--- config.mk ---
export PLATFORM = sky130hd
export DESIGN_NAME = iter_alu
export DESIGN_NICKNAME = d
export VERILOG_FILES = /design/src/rtl/iter_alu.sv
export SDC_FILE = /design/constraint.sdc
export NUM_CORES = 1
export LEC_CHECK = 0
export ABC_AREA = 1
export BUFFER_PORTS_ARGS = -buffer_cell sky130_fd_sc_hd__clkbuf_2
export CAP_MARGIN = 0
export CORE_UTILIZATION = 40
export DETAILED_ROUTE_END_ITERATION = 16
export RECOVER_POWER = 100
export SLEW_MARGIN = 20
export SYNTH_ARGS = -nofsm -noshare
export SYNTH_HDL_FRONTEND = slang
export SYNTH_SLANG_ARGS = --single-unit
export TNS_END_PERCENT = 20
--- constraint.sdc ---
create_clock -name clk -period 7.55 [get_ports clk]
set_clock_uncertainty 0.2 [all_clocks]
set_input_delay 0.755 -clock clk [delete_from_list [all_inputs] [get_ports clk]]
set_output_delay 0.755 -clock clk [all_outputs]
set_load 0.005 [all_outputs]
--- src/rtl/iter_alu.sv ---
// iter_alu: clocked ALU with a valid/ready operand handshake and a registered
// result. Logic/arithmetic ops finish in one cycle. Shifts, rotates and the
// unsigned multiply iterate one bit per cycle.
module iter_alu #(
  parameter  int WIDTH = 8,
  localparam int SHW   = $clog2(WIDTH)
) (
  input  logic             clk,
  input  logic             rst,
  input  logic             in_valid,
  output logic             in_ready,
  input  logic [WIDTH-1:0] a,
  input  logic [WIDTH-1:0] b,
  input  logic [3:0]       op,
  input  logic             cin,
  output logic             out_valid,
  input  logic             out_ready,
  output logic [WIDTH-1:0] q,
  output logic             cout,
  output logic             z
);

  typedef enum logic [1:0] {
    S_IDLE,
    S_BUSY,
    S_DONE
  } state_t;

  typedef enum logic [3:0] {
    OP_AND  = 4'd0,
    OP_OR   = 4'd1,
    OP_XOR  = 4'd2,
    OP_NOT  = 4'd3,
    OP_ADD  = 4'd4,
    OP_ADC  = 4'd5,
    OP_SUB  = 4'd6,
    OP_SBC  = 4'd7,
    OP_SHL  = 4'd8,
    OP_SHR  = 4'd9,
    OP_SAR  = 4'd10,
    OP_ROL  = 4'd11,
    OP_MULL = 4'd12,
    OP_MULH = 4'd13,
    OP_RS14 = 4'd14,
    OP_RS15 = 4'd15
  } op_t;

  localparam logic [SHW:0] CNT_ONE   = (SHW+1)'(1);
  localparam logic [SHW:0] CNT_WIDTH = (SHW+1)'(WIDTH);

  state_t             state_q;
  op_t                op_q;
  logic [WIDTH-1:0]   a_q;
  logic [WIDTH-1:0]   sh_q;
  logic               carry_q;
  logic [2*WIDTH-1:0] acc_q;
  logic [SHW:0]       cnt_q;
  logic               out_valid_q;
  logic [WIDTH-1:0]   q_q;
  logic               cout_q;

  op_t                op_in;
  logic [WIDTH-1:0]   alu_q;
  logic               alu_c;
  logic [WIDTH-1:0]   sh_nx;
  logic               sh_c;
  logic [WIDTH:0]     mul_sum;
  logic [2*WIDTH-1:0] acc_nx;
  logic [SHW:0]       cnt_in;

  assign op_in  = op_t'(op);
  assign cnt_in = {1'b0, b[SHW-1:0]};

  // Single-cycle result, computed straight from the live inputs at accept
  always_comb begin
    logic [WIDTH:0] sum;
    logic [WIDTH-1:0] bb;
    logic c;
    bb    = b;
    c     = 1'b0;
    alu_q = '0;
    alu_c = 1'b0;
    case (op_in)
      OP_ADC: c = cin;
      OP_SUB: begin bb = ~b; c = 1'b1; end
      OP_SBC: begin bb = ~b; c = cin;  end
      default: ;
    endcase
    sum = {1'b0, a} + {1'b0, bb} + {{WIDTH{1'b0}}, c};
    case (op_in)
      OP_AND: alu_q = a & b;
      OP_OR:  alu_q = a | b;
      OP_XOR: alu_q = a ^ b;
      OP_NOT: alu_q = ~a;
      OP_ADD, OP_ADC, OP_SUB, OP_SBC: begin
        alu_q = sum[WIDTH-1:0];
        alu_c = sum[WIDTH];
      end
      default: ;
    endcase
  end

  // One bit of shift/rotate, with the bit that leaves the word
  always_comb begin
    sh_nx = sh_q;
    sh_c  = carry_q;
    case (op_q)
      OP_SHL: begin sh_nx = {sh_q[WIDTH-2:0], 1'b0};          sh_c = sh_q[WIDTH-1]; end
      OP_SHR: begin sh_nx = {1'b0, sh_q[WIDTH-1:1]};          sh_c = sh_q[0];       end
      OP_SAR: begin sh_nx = {sh_q[WIDTH-1], sh_q[WIDTH-1:1]}; sh_c = sh_q[0];       end
      OP_ROL: begin sh_nx = {sh_q[WIDTH-2:0], sh_q[WIDTH-1]}; sh_c = sh_q[WIDTH-1]; end
      default: ;
    endcase
  end

  // Shift-add step: the multiplier sits in the low half and is consumed LSB
  // first while the partial sum (with its carry) shifts in from the top
  always_comb begin
    mul_sum = {1'b0, acc_q[2*WIDTH-1:WIDTH]} + {1'b0, (acc_q[0] ? a_q : '0)};
    acc_nx  = {mul_sum, acc_q[WIDTH-1:1]};
  end

  // Control FSM with registered result outputs
  always_ff @(posedge clk) begin
    if (rst) begin
      state_q     <= S_IDLE;
      op_q        <= OP_AND;
      a_q         <= '0;
      sh_q        <= '0;
      carry_q     <= 1'b0;
      acc_q       <= '0;
      cnt_q       <= '0;
      out_valid_q <= 1'b0;
      q_q         <= '0;
      cout_q      <= 1'b0;
    end else begin
      case (state_q)
        S_IDLE: begin
          if (in_valid) begin
            op_q <= op_in;
            a_q  <= a;
            case (op_in)
              OP_SHL, OP_SHR, OP_SAR, OP_ROL: begin
                if (cnt_in == '0) begin
                  q_q         <= a;
                  cout_q      <= cin;
                  out_valid_q <= 1'b1;
                  state_q     <= S_DONE;
                end else begin
                  sh_q    <= a;
                  carry_q <= cin;
                  cnt_q   <= cnt_in;
                  state_q <= S_BUSY;
                end
              end
              OP_MULL, OP_MULH: begin
                acc_q   <= {{WIDTH{1'b0}}, b};
                cnt_q   <= CNT_WIDTH;
                state_q <= S_BUSY;
              end
              default: begin
                q_q         <= alu_q;
                cout_q      <= alu_c;
                out_valid_q <= 1'b1;
                state_q     <= S_DONE;
              end
            endcase
          end
        end
        S_BUSY: begin
          cnt_q <= cnt_q - CNT_ONE;
          if (op_q == OP_MULL || op_q == OP_MULH) begin
            acc_q <= acc_nx;
            if (cnt_q == CNT_ONE) begin
              if (op_q == OP_MULH) begin
                q_q    <= acc_nx[2*WIDTH-1:WIDTH];
                cout_q <= 1'b0;
              end else begin
                q_q    <= acc_nx[WIDTH-1:0];
                cout_q <= |acc_nx[2*WIDTH-1:WIDTH];
              end
              out_valid_q <= 1'b1;
              state_q     <= S_DONE;
            end
          end else begin
            sh_q    <= sh_nx;
            carry_q <= sh_c;
            if (cnt_q == CNT_ONE) begin
              q_q         <= sh_nx;
              cout_q      <= sh_c;
              out_valid_q <= 1'b1;
              state_q     <= S_DONE;
            end
          end
        end
        S_DONE: begin
          if (out_ready) begin
            out_valid_q <= 1'b0;
            state_q     <= S_IDLE;
          end
        end
        default: state_q <= S_IDLE;
      endcase
    end
  end

  assign in_ready  = (state_q == S_IDLE);
  assign out_valid = out_valid_q;
  assign q         = q_q;
  assign cout      = cout_q;
  assign z         = (q_q == '0);

endmodule

==> results of run 1 <==
## sequential cells by signal (all words and copies together) (netlist names)
signal / cells
carry_q: 1
cnt_q: 4
cout: 1
out_valid: 1
a_q: 8
sh_q: 8
op_q: 4
state_q: 2
acc_q: 16
q: 8
## per-layer routing
metal  track usage  vias to the layer above  share of wire
li1              -                     2233              -
met1        0.3302                     2069           0.46
met2        0.4055                      144           0.46
met3       0.02721                        9          0.066
met4       0.05030                        0         0.0096
met5             0                        -              0
## path summary, 6_finish.rpt
path                   start  endpoint  slack (ps)  cells past startpoint
setup reg to reg  state_q[0]   sh_q[0]        2530                      9
hold reg to reg     acc_q[8]  acc_q[8]         280                      2
hold / removal      acc_q[8]  acc_q[8]         280                      2
setup / recovery  state_q[0]   sh_q[0]        2530                      9
## cell usage after synthesis (3+ instances only)
cell,number
nand4_1,11
a31oi_1,6
o21ai_2,5
nand3b_1,4
inv_1,83
nor3_1,4
ha_1,33
nand3_1,35
dfxtp_1,53
fa_1,3
nand2_1,176
o22ai_1,4
inv_2,9
o211ai_1,8
a21oi_2,4
a21oi_1,64
nor2_2,3
nor2_1,40
inv_4,3
o21ai_1,9
clkbuf_1,12
o21ai_0,61
xor2_1,9
nor2_4,3
buf_6,5
## power groups by stage
stage	registers [mW]	logic [mW]	clock network, mW
CTS	0.355	0.298	0.183
global placement	0.360	0.294	0
global route	0.360	0.330	0.193
finish	0.355	0.289	0.181
detailed placement	0.361	0.296	0
floorplan	0.349	0.226	0
## logic make-up after synthesis
logic type / Yosys count / share of synthesized area
simple gates: 285 / 0.2939
compound gates: 166 / 0.2147
flops: 53 / 0.2477
fa+ha+maj: 36 / 0.1104
buf+inv: 115 / 0.1128
xor+xnor: 10 / 0.02045
## layout make-up
| type | count | area (um2) |
|---|---|---|
| multi-input combinational | 497 | 2676 |
| sequential | 53 | 1061 |
| tap | 136 | 170.2 |
| clock buffer | 5 | 68.82 |
| fill | 1137 | 5828 |
| inverter | 95 | 364.1 |
| clock inverter | 3 | 26.28 |
| timing repair buffer | 36 | 175.2 |
## per-stage QoR
stage,cells,total power [mW]
3_5_place_dp,817,0.6570
6_report,825,0.8248
5_1_grt,825,0.8822
4_1_cts,825,0.8355
3_3_place_gp,817,0.6544
2_1_floorplan,665,0.5751
## worst register-to-register path, stage by stage (launching register included)
cell      delay, ps
dfxtp_1         340
inv_1            70
nor2_1         1310
inv_1          1000
nor2_1          880
o22ai_1         370
inv_1           400
o211ai_1        160
o211ai_1        150
inv_1            60
==> qor.csv, run 1 <==
stage,metric,value,unit
cts,# clock sinks,53,
logic_synthesis,Post-synth ARST share,0,
floorplan,core area,10370,um2
cts,Worst-path clk slew,110,ps
logic_synthesis,Gate Count Post-Synth,665,
layout,"commonest non-fill, non-tap cell in the layout",nand2_1,
cts,maximum clock path buffer count,2,
sta,RSZ-0062 raised after global routing,no,
critical_path,most frequent CP cell,inv_1,
power,P_sw,0.3412,mW
sta,final setup TNS,0,ps
layout,final net count,749,
floorplan,Die H,105.5,um
logic_synthesis,Mapped Avg Cell Area,6.440,um2
critical_path,Critical Path Max Stage Delay,1310,ps
cts,# hold bufs at CTS,0,
critical_path,Worst Path Arrival,5040,ps
routing,vias per std cell,5.400,
critical_path,CP max stage cell,nor2_1,
logic_synthesis,Netlist cell types,40,
cts,total CTS buffers,5,
layout,most frequent cells in the layout,"nand2_1 (177), inv_1 (86), o21ai_0 (66), a21oi_1 (64), dfxtp_1 (53)",
layout,Syn-to-layout area delta,6.047,%
sta,endpoints failing hold,0,
sta,Slew HR,-0.1839,
layout,fin area,4542,um2
critical_path,CP Cell Sequence,inv_1 -> nor2_1 -> inv_1 -> nor2_1 -> o22ai_1 -> inv_1 -> o211ai_1 -> o211ai_1 -> inv_1,
placed_design,placed cell areas,4514,um2
logic_synthesis,Post-synth EDFFs,0,
layout,layout cell share with drive strength beyond 1,0.09144,
routing,Post-Route WL,13030,um
power,Worst VDD drop,0.1088,mV
placed_design,RePlAce Congestion,0.8760,
sta,Setup Viol. Count Final,0,
layout,Ant. Diodes,0,
critical_path,CP Capture Type,flop,
global_route,vias in the first global route,4062,
power,P per Cell Area,181.6,nW/um2
power,internal power,0.4836,mW
floorplan,starting density of the core,0.4130,
cts,CTS tree,done,
cts,Root Buffer Master,clkbuf_8,
logic_synthesis,ys flop type,dfxtp_1,
sta,Setup WS post-layout,2535,ps
floorplan,Die W,105.5,um
global_route,first-pass GRT wire length,20920,um
logic_synthesis,sequential-to-total area share from yosys stat,0.2477,
sta,"Period Utilization, post-route",0.6643,
logic_synthesis,YS warnings,0,
routing,Detail Route Antenna Nets,0,
sta,worst-margin pin slew,1769,ps
flow_run,# Max-Cap Violations,1,
logic_synthesis,cell taking the most area after synthesis,dfxtp_1,
power,Comb power frac,0.350,
power,leakage power,2.186,nW
global_route,"Remaining Overflow, GRT",0,
power,Clk pwr share,0.220,
placed_design,DP HPWL,9966,um
logic_synthesis,Mapped Nets,726,
placed_design,Port-buffer cells,36,
routing,1st-pass router iterations,5,
global_route,initial antenna violation count,0,
cts,post-CTS setup repair buffer count,0,
floorplan,I/O pin cnt,37,
cts,total of cells resized after clock tree synthesis,0,
sta,Final Slew Violations,27,
placed_design,post-place setup slack,3734,ps
hold_path,Hold Path Class,flop to flop,
routing,DRC,0,
global_route,total global-route track usage,0.2409,
run_status,violations in the final reports,"max-capacitance violations, max-slew violations",
logic_synthesis,"FF+latch count, synth",53,
global_route,pin count of the biggest net entering global routing,40,
critical_path,critical setup path kind,flop to flop,
floorplan,die area,11130,um2
logic_synthesis,Area contributors post-synth,"dfxtp_1 (25%), nand2_1 (15%), ha_1 (9.6%)",
critical_path,"Max FO, Critical Path",30,
run_status,status,"finished, violations left",
floorplan,std cell rows,37,
layout,final core occ,0.4380,
critical_path,critical path required time,7580,ps
critical_path,CP Buf/Inv Count,4,
logic_synthesis,post-synth top area share,0.2477,
power,switching share of power,0.4137,
cts,Skew-Pair Late Insertion Delay,320,ps
critical_path,critical path's top delay family,simple AND/OR/NAND/NOR gates,
routing,routed length per instance,15.79,um
power,Seq pwr share,0.430,
routing,via count,4455,
logic_synthesis,Mapped Area,4283,um2
sta,max frequency,199.4,MHz
critical_path,CP Launch Type,flop,
sta,Final min period,5015,ps
routing,1st-iter DRT viols,366,
cts,H-tree depth,2,
sta,final hold slack,278.3,ps
Power figures use the tool's default switching activity.
==> run 2, diff against run 1 <==
--- a/config.mk
+++ b/config.mk
@@ -5,7 +5,7 @@
 export SDC_FILE = /design/constraint.sdc
 export NUM_CORES = 1
 export LEC_CHECK = 0
-export ABC_AREA = 1
+export ABC_AREA = 0
 export BUFFER_PORTS_ARGS = -buffer_cell sky130_fd_sc_hd__clkbuf_2
 export CAP_MARGIN = 0
 export CORE_UTILIZATION = 40
==> constraint.sdc (replaced) <==
create_clock -name clk -period 5 [get_ports clk]
set_clock_uncertainty 0.2 [all_clocks]
set_input_delay 0.5 -clock clk [delete_from_list [all_inputs] [get_ports clk]]
set_output_delay 0.5 -clock clk [all_outputs]
set_load 0.005 [all_outputs]
==> qor.csv, run 2 <==
stage,metric,value,unit
run_status,status,"finished, violations left",
run_status,violations in the final reports,"max-capacitance violations, max-slew violations",
sta,Setup Viol. Count Final,0,
critical_path,Worst Path Arrival,3980,ps
cts,CTS tree,done,
layout,final net count,613,
logic_synthesis,complex-gate fraction of the synthesized area,0.2463,
logic_synthesis,most frequent cell after synthesis,nand2_1,
power,Total Power,1.095,mW
layout,Syn-to-layout area delta,5.538,%
sta,RSZ-0062 raised after global routing,no,
sta,final hold slack,261.2,ps
layout,max reg flops,16,
power,Seq pwr share,0.452,
cts,Skew-Pair Late Insertion Delay,310,ps
floorplan,die area,11270,um2
logic_synthesis,Synth Area in Simple Gates,0.2025,
routing,via count,3929,
cts,# clock sinks,53,
floorplan,core area,10420,um2
layout,"commonest non-fill, non-tap cell in the layout",nand2_1,
critical_path,CP Capture Type,flop,
floorplan,Die H,106.1,um
sta,Slew HR,-0.05592,
logic_synthesis,Post-synth ARST share,0,
routing,Post-Route WL,11780,um
logic_synthesis,"FF+latch count, synth",53,
layout,Ant. Diodes,0,
global_route,total global-route track usage,0.2195,
layout,layout cell share with drive strength beyond 1,0.1175,
critical_path,critical setup path kind,flop to flop,
logic_synthesis,ys flop type,dfxtp_1,
routing,1st-pass router iterations,5,
power,Worst VDD drop,0.1161,mV
sta,worst-margin pin slew,1572,ps
power,P_sw,0.3836,mW
layout,most frequent cells in the layout,"nand2_1 (75), dfxtp_1 (53), nor2_1 (52), a21oi_1 (43)",
cts,H-tree depth,2,
cts,Worst-path clk slew,100,ps
flow_run,# Max-Cap Violations,2,
placed_design,RePlAce Congestion,0.8596,
critical_path,CP Launch Type,flop,
placed_design,Port-buffer cells,36,
logic_synthesis,Gate Count Post-Synth,536,
logic_synthesis,Mapped Area,4338,um2
cts,# hold bufs at CTS,0,
hold_path,Hold Path Class,flop to flop,
logic_synthesis,Netlist cell types,70,
critical_path,critical path required time,5010,ps
sta,max frequency,251.9,MHz
cts,maximum clock path buffer count,2,
power,Clk pwr share,0.236,
power,leakage power,1.888,nW
routing,1st-iter DRT viols,348,
cts,total CTS buffers,5,
routing,Detail Route Antenna Nets,0,
floorplan,Die W,106.1,um
power,P per Cell Area,239.3,nW/um2
sta,"Period Utilization, post-route",0.7939,
global_route,initial antenna violation count,0,
logic_synthesis,top cells by instance count after synthesis,"nand2_1 (75), dfxtp_1 (53), nor2_1 (50), a21oi_1 (43)",
global_route,"Remaining Overflow, GRT",0,
logic_synthesis,cell taking the most area after synthesis,dfxtp_1,
logic_synthesis,Post-Synth XOR/XNOR Area,0.03865,
cts,Root Buffer Master,clkbuf_8,
logic_synthesis,YS warnings,0,
placed_design,DP HPWL,8981,um
logic_synthesis,Area contributors post-synth,"dfxtp_1 (24%), ha_1 (9.5%), nand2_1 (6.5%)",
logic_synthesis,Post-synth EDFFs,0,
sta,final setup TNS,0,ps
logic_synthesis,Synth Area in Adders,0.1090,
global_route,pin count of the biggest net entering global routing,33,
routing,DRC,0,
sta,Final Slew Violations,37,
global_route,first-pass GRT wire length,19360,um
logic_synthesis,post-synthesis mux area share,0.09230,
floorplan,std cell rows,37,
logic_synthesis,post-synth top area share,0.2446,
logic_synthesis,largest family of logic cells by synthesized area,compound AO/OA/AOI/OAI gates,
routing,routed length per instance,17.09,um
sta,Final min period,3970,ps
sta,endpoints failing hold,0,
cts,total of cells resized after clock tree synthesis,0,
logic_synthesis,Mapped Avg Cell Area,8.093,um2
power,internal power,0.7117,mW
floorplan,starting density of the core,0.4165,
routing,vias per std cell,5.702,
logic_synthesis,Mapped Nets,597,
cts,post-CTS setup repair buffer count,0,
critical_path,"Max FO, Critical Path",17,
floorplan,I/O pin cnt,37,
layout,register with the most flip-flops,acc_q,
power,switching share of power,0.3502,
global_route,vias in the first global route,3768,
logic_synthesis,sequential-to-total area share from yosys stat,0.2446,
power,Comb power frac,0.312,
## run 2: critical path, cell delays in order (launching register included)
cell and delay [ps]:
dfxtp_1 610, nand2b_1 640, clkbuf_1 500, nor2_1 260, nor3_1 1240, nor2_1 80, a311oi_1 330
## run 2: worst paths after layout
path,from,endpoint,slack [ps],cells after the start
max,state_q[1],acc_q[3],1030,6
min reg2reg,a_q[3],a_q[3],260,2
max reg2reg,state_q[1],acc_q[3],1030,6
min,a_q[3],a_q[3],260,2
## run 2: layout make-up
cell class / count / area, um2
repair buffers: 40 / 193.9
clock buffers: 6 / 82.58
inverters: 34 / 127.6
well taps: 136 / 170.2
clock inverters: 2 / 13.76
fillers: 1095 / 5838
flip-flops and latches: 53 / 1061
multi-input cells: 418 / 2929
## run 2: metal layers
layer / vias up / track usage / part of all wire
met5: - / 0 / 0
met4: 0 / 0.06250 / 0.025
met3: 20 / 0.03127 / 0.063
met2: 113 / 0.3409 / 0.43
met1: 1853 / 0.3144 / 0.48
li1: 1943 / - / -
## run 2: cells by family after synthesis
logic type      count (synthesis)
simple gates                  186
mux                            30
fa+ha+maj                      36
flops                          53
buf+inv                        65
compound gates                149
xor+xnor                       17
## run 2: power groups by stage
| stage | Sequential, mW | Combinational (mW) | Clock (mW) |
|---|---|---|---|
| 6_report | 0.495 | 0.342 | 0.258 |
| 5_1_grt | 0.502 | 0.380 | 0.289 |
| 4_1_cts | 0.496 | 0.349 | 0.269 |
| 3_5_place_dp | 0.506 | 0.346 | 0 |
| 3_3_place_gp | 0.504 | 0.342 | 0 |
| 2_1_floorplan | 0.490 | 0.264 | 0 |
## run 2: per-stage QoR
step	instances	utilization	setup slack [ps]	cell area (um2)
after floorplan	536	-	1578	4338
after global placement	681	0.4377	1224	4559
after detailed placement	681	0.4377	1096	4559
after CTS	689	0.4470	1399	4656
after global routing	689	0.4395	716.6	4578
final	689	0.4395	1030	4578
==> run 3, diff against run 2 <==
==> constraint.sdc (replaced) <==
create_clock -name clk -period 3.6 [get_ports clk]
set_clock_uncertainty 0.2 [all_clocks]
set_input_delay 0.36 -clock clk [delete_from_list [all_inputs] [get_ports clk]]
set_output_delay 0.36 -clock clk [all_outputs]
set_load 0.005 [all_outputs]
==> qor.csv, run 3 (synthesis gave the netlist of run 2 again) <==
stage,metric,value,unit
hold_path,Hold Path Class,primary input to flop,
routing,Post-Route WL,12160,um
cts,post-CTS setup repair buffer count,0,
power,Worst VDD drop,0.2108,mV
critical_path,Crit. path cell count,12,
critical_path,CP Capture Type,flop,
sta,Setup Viol. Count Final,0,
floorplan,starting density of the core,0.4165,
layout,register with the most flip-flops,acc_q,
critical_path,CP Buf/Inv Count,1,
placed_design,post-place setup slack,386.0,ps
sta,Slew HR,0.3949,
sta,Setup WS post-layout,671.0,ps
cts,total CTS buffers,5,
cts,Skew-Pair Late Insertion Delay,310,ps
layout,max reg flops,16,
critical_path,"Max FO, Critical Path",3,
sta,RSZ-0062 raised after global routing,no,
critical_path,R2R depth,8,
cts,# clock sinks,53,
floorplan,Die W,106.1,um
floorplan,std cell rows,37,
layout,Syn-to-layout area delta,7.903,%
power,P per Cell Area,344.5,nW/um2
floorplan,I/O pin cnt,37,
sta,worst-margin pin slew,902.7,ps
cts,# hold bufs at CTS,0,
sta,Final Slew Violations,0,
sta,endpoints failing hold,0,
routing,1st-pass router iterations,5,
layout,"commonest non-fill, non-tap cell in the layout",nand2_1,
routing,vias per std cell,5.773,
sta,"Period Utilization, post-route",0.8136,
floorplan,core area,10420,um2
sta,max frequency,341.4,MHz
layout,most frequent cells in the layout,"nand2_1 (75), dfxtp_1 (53), nor2_1 (52), a21oi_1 (43)",
layout,layout cell share with drive strength beyond 1,0.1377,
floorplan,die area,11270,um2
global_route,total global-route track usage,0.2172,
critical_path,critical path's top delay family,adder cells,
layout,Filler cells,1074,
sta,Final min period,2929,ps
routing,Detail Route Antenna Nets,0,
routing,1st-iter DRT viols,278,
placed_design,RePlAce Congestion,0.9051,
critical_path,CP Cell Sequence,clkbuf_1 -> nor2b_1 -> nand2_1 -> xnor2_1 -> fa_1 -> fa_1 -> a211oi_1 -> o21ai_0 -> a21o_1 -> nand2_1 -> a211o_1 -> o311ai_0,
placed_design,DP HPWL,9239,um
critical_path,CP max stage cell,fa_1,
routing,via count,4012,
layout,Register Area,1061,um2
global_route,pin count of the biggest net entering global routing,35,
critical_path,Critical Path Max Stage Delay,460,ps
cts,total of cells resized after clock tree synthesis,0,
routing,DRC,0,
placed_design,Port-buffer cells,36,
critical_path,critical path required time,3590,ps
hold_path,Hold Path Depth,3,
critical_path,CP Launch Type,primary input,
layout,Multi-input gate area,2955,um2
layout,Ant. Diodes,0,
placed_design,placed insts,687,
global_route,first-pass GRT wire length,19550,um
critical_path,Worst Path Arrival,2920,ps
cts,Worst-path clk slew,100,ps
cts,Root Buffer Master,clkbuf_8,
power,leakage power,1.941,nW
global_route,"Remaining Overflow, GRT",0,
run_status,status,completed,
routing,routed length per instance,17.49,um
global_route,vias in the first global route,3802,
cts,CTS tree,done,
cts,maximum clock path buffer count,2,
critical_path,critical setup path kind,primary input to flop,
floorplan,Die H,106.1,um
global_route,initial antenna violation count,0,
layout,fin cells,695,
flow_run,# Max-Cap Violations,0,
sta,final setup TNS,0,ps
cts,H-tree depth,2,
layout,final net count,619,
==> run 3: path summary, 6_finish.rpt <==
path / from / slack [ps] / to
max: op[2] / 670 / cout
min: cin / 150 / carry_q
max reg2reg: acc_q[0] / 700 / cout
min reg2reg: a_q[0] / 260 / a_q[0]
==> run 3: per-layer routing <==
layer	global-route usage	up-vias	wire [um]
li1	-	1958	-
met1	0.3054	1906	5678
met2	0.3372	127	5468
met3	0.03188	21	737
met4	0.07440	0	272
met5	0	-	0
==> run 3: per-stage QoR <==
stage / area (um2) / total power [mW] / hold slack, ps / utilization
finish: 4681 / 1.613 / 149.9 / 0.4494
floorplan: 4338 / 1.048 / 231.7 / -
global placement: 4604 / 1.175 / 241.9 / 0.4420
CTS: 4725 / 1.630 / 147.4 / 0.4536
global route: 4681 / 1.707 / 161.2 / 0.4494
detailed placement: 4604 / 1.190 / 245.6 / 0.4420
==> run 3: cell type report <==
type | instances | area share
multi-input combinational | 418 | 0.6314
sequential | 53 | 0.2267
tap | 136 | 0.03635
timing repair buffer | 46 | 0.05266
clock buffer | 6 | 0.01764
inverter | 34 | 0.02727
clock inverter | 2 | 0.008019
==> run 3: worst min-delay path, delay by kind of cell <==
| family | cells | cell delay, ps |
|---|---|---|
| and+or+nand+nor | 1 | 60 |
| AOI/OAI and AO/OA | 1 | 80 |
| buffers and inverters | 1 | 110 |
==> run 3: power breakdown <==
| group | total (mW) | internal [mW] | switching [mW] |
|---|---|---|---|
| registers | 0.689 | 0.636 | 0.0528 |
| logic | 0.483 | 0.202 | 0.281 |
| clock network | 0.441 | 0.227 | 0.214 |
| total | 1.61 | 1.07 | 0.548 |
